### config.mk
export PLATFORM = sky130hd
export DESIGN_NAME = fb_scanout_arbiter
export DESIGN_NICKNAME = d
export VERILOG_FILES = /design/src/rtl/fb_scanout_arbiter.sv
export SDC_FILE = /design/constraint.sdc
export NUM_CORES = 1
export LEC_CHECK = 0
export CELL_PAD_IN_SITES_DETAIL_PLACEMENT = 1
export CELL_PAD_IN_SITES_GLOBAL_PLACEMENT = 1
export CORE_MARGIN = 1
export CORE_UTILIZATION = 40
export CTS_CLUSTER_SIZE = 16
export DETAILED_ROUTE_END_ITERATION = 12
export PLACE_DENSITY_LB_ADDON = 0.1
export SYNTH_ARGS = -nofsm -noshare
export SYNTH_HDL_FRONTEND = slang
export SYNTH_SLANG_ARGS = --single-unit
### constraint.sdc
create_clock -name clk -period 2.6 [get_ports clk]
set_input_delay 0.78 -clock clk [delete_from_list [all_inputs] [get_ports clk]]
set_output_delay 0.78 -clock clk [all_outputs]
set_load 0.005 [all_outputs]
### src/rtl/fb_scanout_arbiter.sv
// Single-port framebuffer arbiter: prefetches one scan line into a 4-entry FWFT FIFO
// for the pixel path and hands every other RAM cycle to the host write port.
module fb_scanout_arbiter #(
  parameter int unsigned FB_W   = 160,
  parameter int unsigned FB_H   = 120,
  parameter int unsigned ADDR_W = 15,
  parameter int unsigned DATA_W = 8
) (
  input  logic              clk,
  input  logic              rst,
  input  logic              line_start,
  input  logic [6:0]        fb_row,
  input  logic              pix_req,
  output logic [DATA_W-1:0] pix_data,
  output logic              underflow,
  input  logic              host_valid,
  output logic              host_ready,
  input  logic [ADDR_W-1:0] host_addr,
  input  logic [DATA_W-1:0] host_data,
  output logic [ADDR_W-1:0] mem_addr,
  output logic              mem_we,
  output logic [DATA_W-1:0] mem_wdata,
  input  logic [DATA_W-1:0] mem_rdata
);

  localparam int unsigned       COL_W   = $clog2(FB_W + 1);
  localparam logic [COL_W-1:0]  COL_END = COL_W'(FB_W);
  localparam logic [ADDR_W-1:0] NPIX    = ADDR_W'(FB_W * FB_H);

  typedef enum logic [1:0] {StIdle, StFlush, StLine} state_t;

  state_t              r_state;
  state_t              w_state_d;
  logic [ADDR_W-1:0]   r_base;
  logic [COL_W-1:0]    r_col;
  logic [DATA_W-1:0]   r_fifo [4];
  logic [1:0]          r_rd_ptr;
  logic [1:0]          r_wr_ptr;
  logic [2:0]          r_level;
  logic                r_inflight;
  logic                r_discard;
  logic                r_underflow;

  logic [2:0]          w_credits;
  logic                w_col_ok;
  logic                w_rd;
  logic                w_push;
  logic                w_pop;
  logic [ADDR_W-1:0]   w_base_d;

  // fb_row * 160 as two shifted copies
  assign w_base_d  = ADDR_W'({fb_row, 7'b0}) + ADDR_W'({fb_row, 5'b0});

  assign w_credits = r_level + {2'b0, r_inflight};
  assign w_col_ok  = (r_col < COL_END);
  assign w_rd      = (r_state == StLine) && w_col_ok &&
                     ((w_credits < 3'd2) || (!host_valid && (w_credits < 3'd4)));

  assign w_push    = r_inflight && !r_discard;
  assign w_pop     = pix_req && (r_level != 3'd0);

  assign host_ready = rst && !w_rd;
  assign mem_we     = rst && !w_rd && host_valid && (host_addr < NPIX);
  assign mem_addr   = !rst ? '0 : (w_rd ? r_base + ADDR_W'(r_col) : host_addr);
  assign mem_wdata  = host_data;

  assign pix_data   = (r_level != 3'd0) ? r_fifo[r_rd_ptr] : '0;
  assign underflow  = r_underflow;

  always_comb begin
    w_state_d = r_state;
    unique case (r_state)
      StIdle:  if (line_start) w_state_d = StFlush;
      StFlush: w_state_d = line_start ? StFlush : StLine;
      StLine:  if (line_start) w_state_d = StFlush;
      default: w_state_d = StIdle;
    endcase
  end

  always_ff @(posedge clk or negedge rst) begin
    if (!rst) begin
      r_state     <= StIdle;
      r_base      <= '0;
      r_col       <= '0;
      r_rd_ptr    <= '0;
      r_wr_ptr    <= '0;
      r_level     <= '0;
      r_inflight  <= 1'b0;
      r_discard   <= 1'b0;
      r_underflow <= 1'b0;
    end else begin
      r_state    <= w_state_d;
      r_inflight <= w_rd;
      if (pix_req && (r_level == 3'd0)) r_underflow <= 1'b1;
      if (line_start) begin
        // Any read issued now returns after the FIFO has been cleared; drop it.
        r_base    <= w_base_d;
        r_col     <= '0;
        r_rd_ptr  <= '0;
        r_wr_ptr  <= '0;
        r_level   <= '0;
        r_discard <= 1'b1;
      end else begin
        r_discard <= 1'b0;
        if (w_rd)   r_col    <= r_col + COL_W'(1);
        if (w_push) r_wr_ptr <= r_wr_ptr + 2'd1;
        if (w_pop)  r_rd_ptr <= r_rd_ptr + 2'd1;
        r_level <= r_level + {2'b0, w_push} - {2'b0, w_pop};
      end
    end
  end

  always_ff @(posedge clk) begin
    if (w_push && !line_start) r_fifo[r_wr_ptr] <= mem_rdata;
  end

endmodule

[Word level (Yosys, flattened, before mapping)]
Memory sizes are Yosys's and may differ from the RTL's.
Cells that the tools add are included.
Word-level totals
  RAM bits: 32
  logic and storage cells: 63
  memories kept: 1
  output and inout bits: 34
  bits in registers: 35
  input bits: 43
Operators by class
  equality and inequality tests: 3
  magnitude comparators: 4
  reduce and logical (&&, ||, !) cells: 22
  muxes and demuxes: 16
  add/subtract/negate cells: 8
Memories
  r_fifo: depth 4, bits a word 8, read ports 1, clocked after Yosys merged registers in 0, wr ports 1, line 36  | logic [DATA_W-1:0] r_fifo [4];
Operators with widths (count)
  two-way mux 15 bit: 2
  two-way mux 8 bit: 3
  adder 14 x 12 -> 15 bit: 1
  adder 15 x 8 -> 15 bit: 1
  < comparator 15 bit (second input constant): 1
  two-way mux 2 bit: 6
  logical AND 1 bit: 10
  adder 8 x 1 -> 8 bit (second input constant): 1
  < comparator 8 bit (second input constant): 1
  adder 3 x 1 -> 3 bit: 2
  nonzero test 2 bit: 3
  adder 2 x 1 -> 2 bit (second input constant): 2
  logical NOT 1 bit: 4
  one-hot mux 2 bit (2 select lines): 1
  logical NOT 3 bit: 1
  < comparator 3 x 2 -> 1 bit (second input constant): 1
  < comparator 3 bit (second input constant): 1
  two-way mux 1 bit: 3
  two-way mux 3 bit: 1
  nonzero test 3 bit: 1
  subtractor 3 x 1 -> 3 bit: 1
  == test 2 x 1 -> 1 bit (second input constant): 1
  == test 2 bit (second input constant): 1
  logical NOT 2 bit: 1
  3 further kinds: 3

[Longest topological paths before layout]
  depth after elaboration: 9
  gate-level depth with buffers: 9
  depth with buffers taken out: 9

[Worst setup path after synthesis]
OpenSTA, ideal clock, no wires.
  kind: reg-to-output
  start point: register r_col[6]
  end point: output mem_addr[14]
  path buffers: 0
  data required time: 1.820 ns
  arrival time: 1.553 ns
  cell stages (with the launch flop): 6
  slack: 0.267 ns
  path through: dfrtp_1 ha_1 a211oi_1 or2_1 or3_1 a31oi_1
On the way
  word-level cells in the longest chain between the ends: 5
  elaborated cells between the ends (all ways): 6
  those cells by class: 1 x add/sub; 1 x order compare; 2 x mux; 2 x reduce/logical
Ends and longest elaborated chain
  start: declaration: line 35  | logic [COL_W-1:0] r_col;
  start signal: assignment: line 105  | if (w_rd) r_col <= r_col + COL_W'(1);
  branches (longest 3 deep; another with adder 15 x 8 -> 15 bit)
  two-way mux 15 bit (*) (2 in series): line 64  | assign mem_addr = !rst ? '0 : (w_rd ? r_base + ADDR_W'(r_col) : host_addr);
  end: declaration: line 20  | output logic [ADDR_W-1:0] mem_addr,
Mark *: on every way between the ends.

[Worst setup path after layout]
  start point: register r_col[7]
  end point: output mem_addr[14]
The elaborated chain is that of the path after synthesis.

==> flow_summary.yaml <==
run_status:
  status: "finished with violations"
  violations: "setup timing"
worst_setup_path:
  reg2regPathDepth: 11
  r2r_slack_ps: 220
  crit_path_start_kind: "register"
  critPathArrivalTime_ps: 2140
  cp_max_fo: 3
  crit_path_end_kind: "primary output"
  cp.required_ps: 1820
  crit_type: "reg -> out"
floorplan:
  die_w_um: 93.9
  io_pins: 77
  dieArea_mm2: 0.00881
  die_h_um: 93.9
  start_util: 0.413
  core.rowCount: 33
  core_mm2: 0.00818
place:
  gp_congestion: 0.817
  dp_hpwl_um: 6030
  placed_area_mm2: 0.00432
  io_buffers: 60
logic_synthesis:
  synth_top_cell_by_area: "edfxtp_1"
  synth_area_leaders: "edfxtp_1, dfrtp_1, ha_1"
  synth_top_area_share: 0.285
  synth-edff-count: 32
  syn-num-nets: 345
  yosys_warnings: 0
  synth_ff_type: "edfxtp_1"
  yosysUniqueCellTypes: 48
  avgSynthCellArea_um2: 11.9
  netlist_area_mm2: 0.00337
  async_reset_ff_frac: 0.484
  syn_inst: 283
  seq_area_frac_synth: 0.507
  synth_seq_cells: 62
timing:
  fin_crit_sh: 1.12
  hold_viol_final: 0
  fin_setup_tns_ps: -2710
  fin_crit_ps: 2920
  fin_ws_ps: -317
  skew_ps: 16.5
  tightestPinTransition_ps: 493
  worst_hold_slack_ps: 470
  slew_headroom: 0.672
  setup_viol: 17
  timing.fmax_mhz: 343
  drv_slew: 0
  rsz0062_at_grt: "yes"
clock_network:
  cts_tree: "built"
  root_buffer: "clkbuf_8"
  clock_latency_ps: 340
  holdBufCountCts: 0
  cts.sinks: 62
  clockBufferDepth: 2
  path_clk_slew_ps: 90
  cts_buffers: 9
  cts.htree.levels: 3
routing:
  route.detailed.drc: 0
  wire_per_inst_um: 17.6
  via_per_inst: 5.18
  vias: 2647
  firstDrtPassIters: 8
  ant_nets: 0
  drtIter0Drc: 85
  drt-total-wl_um: 9010
final_layout:
  fin_nets: 463
  antenna_cells: 0
  drive_gt1_frac: 0.360
  fin_area_mm2: 0.00480
  syn_to_final_growth_pct: 42.3
power_and_ir_drop:
  cellLeakagePower_nw: 2.07
  p_sw_frac: 0.321
  max-vdd-ir-drop_mv: 0.336
  p_comb_frac: 0.368
  power.density_mw_per_mm2: 654
  p_clk_frac: 0.258
  power_switching_w: 0.00101
  p_int_w: 0.00213
  seq_power_share: 0.374
  p_total_w: 0.00314
grt:
  antenna_found_initial: 0
  grt_max_degree: 22
  grt_use_total: 0.225
  grt-ovfl-total: 0
  grt_pass1_vias: 2924
  grt_pass1_wl_um: 14700
min_path:
  hold_depth: 1
  hold_class: "reg -> reg"
job:
  maxCapViolCount: 0
[cell families after synthesis]
family                     Yosys count  synth area share
AOI/OAI and AO/OA                   48            0.0923
xor gates and xnor gates            16            0.0415
muxes                               22            0.0971
DFF                                 62             0.507
buffers and inverters               32            0.0482
adders and majority gates           19            0.0771
and+or+nand+nor                     84             0.136
[cells in the final DEF (no fill, tap or decap), types with 5 or more instances in the layout]
master	Yosys	layout
nand4_1	6	6
mux2i_1	8	8
clkbuf_8	0	9
dfrtp_1	30	29
clkdlybuf4s50_1	0	29
edfxtp_1	32	32
and2_1	7	5
nor2b_4	0	5
o21ai_0	12	11
buf_4	10	49
nor2_1	15	15
mux2_2	6	6
mux4_2	8	8
inv_1	12	12
nand2_1	14	12
nor2b_1	23	18
xor2_1	6	6
a21oi_1	10	9
buf_2	4	21
buf_6	0	16
ha_1	16	13
xnor2_1	10	8
[routing by layer]
layer,global-route usage,wire (um),share of wire,vias to the layer above
li1,-,-,-,1251
met1,0.269,3820,0.42,1343
met2,0.405,4820,0.54,45
met3,0.0429,241,0.027,8
met4,0.0731,130,0.014,0
met5,0,0,0,-
[cells in the mapped netlist, types with 2 or more instances]
cell        n
or3_1       3
inv_1      12
mux2i_1     8
a21oi_1    10
buf_1       2
ha_1       16
mux4_2      8
a211oi_1    3
o21ai_1     2
nor2_1     15
clkbuf_1    3
nand2_1    14
and2_1      7
edfxtp_1   32
buf_4      10
nor3_1      3
o2bb2ai_1   2
o21ai_0    12
buf_2       4
mux2_2      6
o21a_1      2
nand3_1     3
fa_1        3
a21o_1      3
nand4_1     6
xor2_1      6
a311oi_1    2
a31oi_1     3
o31ai_1     2
dfrtp_1    30
and3_1      3
xnor2_1    10
nor2b_1    23
[through the flow]
step	instances	utilization	worst slack, ps
floorplan	283	-	267
global placement	472	0.529	-651
detailed placement	472	0.529	-670
CTS	514	0.583	-305
global route	511	0.588	-426
finish	511	0.588	-317
[worst paths after layout]
path,start,end
hold reg to reg,underflow,underflow
max in group asynchronous,rst,r_col[5]
setup / recovery,r_col[7],mem_addr[14]
setup reg to reg,r_level[0],r_col[5]
hold / removal,underflow,underflow
min in group asynchronous,rst,r_level[1]
[layout make-up]
| cell class | instances | area, um2 |
|---|---|---|
| clock buffer | 9 | 124 |
| inverter | 13 | 53.8 |
| tap | 105 | 131 |
| multi-input combinational | 189 | 1650 |
| timing repair buffer | 126 | 1070 |
| fill | 872 | 3370 |
| clock inverter | 7 | 62.6 |
| sequential | 62 | 1710 |
[power groups by stage]
stage / Clock [W] / Sequential [W] / Combinational (W)
2_1_floorplan: 0 / 0.00116 / 0.000491
3_3_place_gp: 0 / 0.00118 / 0.000930
3_5_place_dp: 0 / 0.00118 / 0.000956
4_1_cts: 0.000822 / 0.00116 / 0.00122
5_1_grt: 0.000870 / 0.00118 / 0.00126
6_report: 0.000809 / 0.00118 / 0.00115
[worst max-delay path: stages, from the launching register on]
cell	delay, ps
dfrtp_1	440
ha_1	320
nor2_1	50
or2_1	250
buf_4	140
or3_1	310
a31oi_1	150
buf_2	140
[flip-flops by register name, indices dropped and copies added, names as in the netlist]
signal and cells:
r_base 10, r_level 3, r_discard 1, r_rd_ptr 2, r_col 8, underflow 1
r_inflight 1, r_wr_ptr 2, r_state 2, r_fifo 32
[repair_timing]
action	4_1_cts	5_1_grt
pin swaps	12	9
buffers inserted	25	3
resized for setup	131	25
endpoints found under the setup margin	25	25
cloned	1	0
No activity file was read; power rests on OpenSTA's default activity.
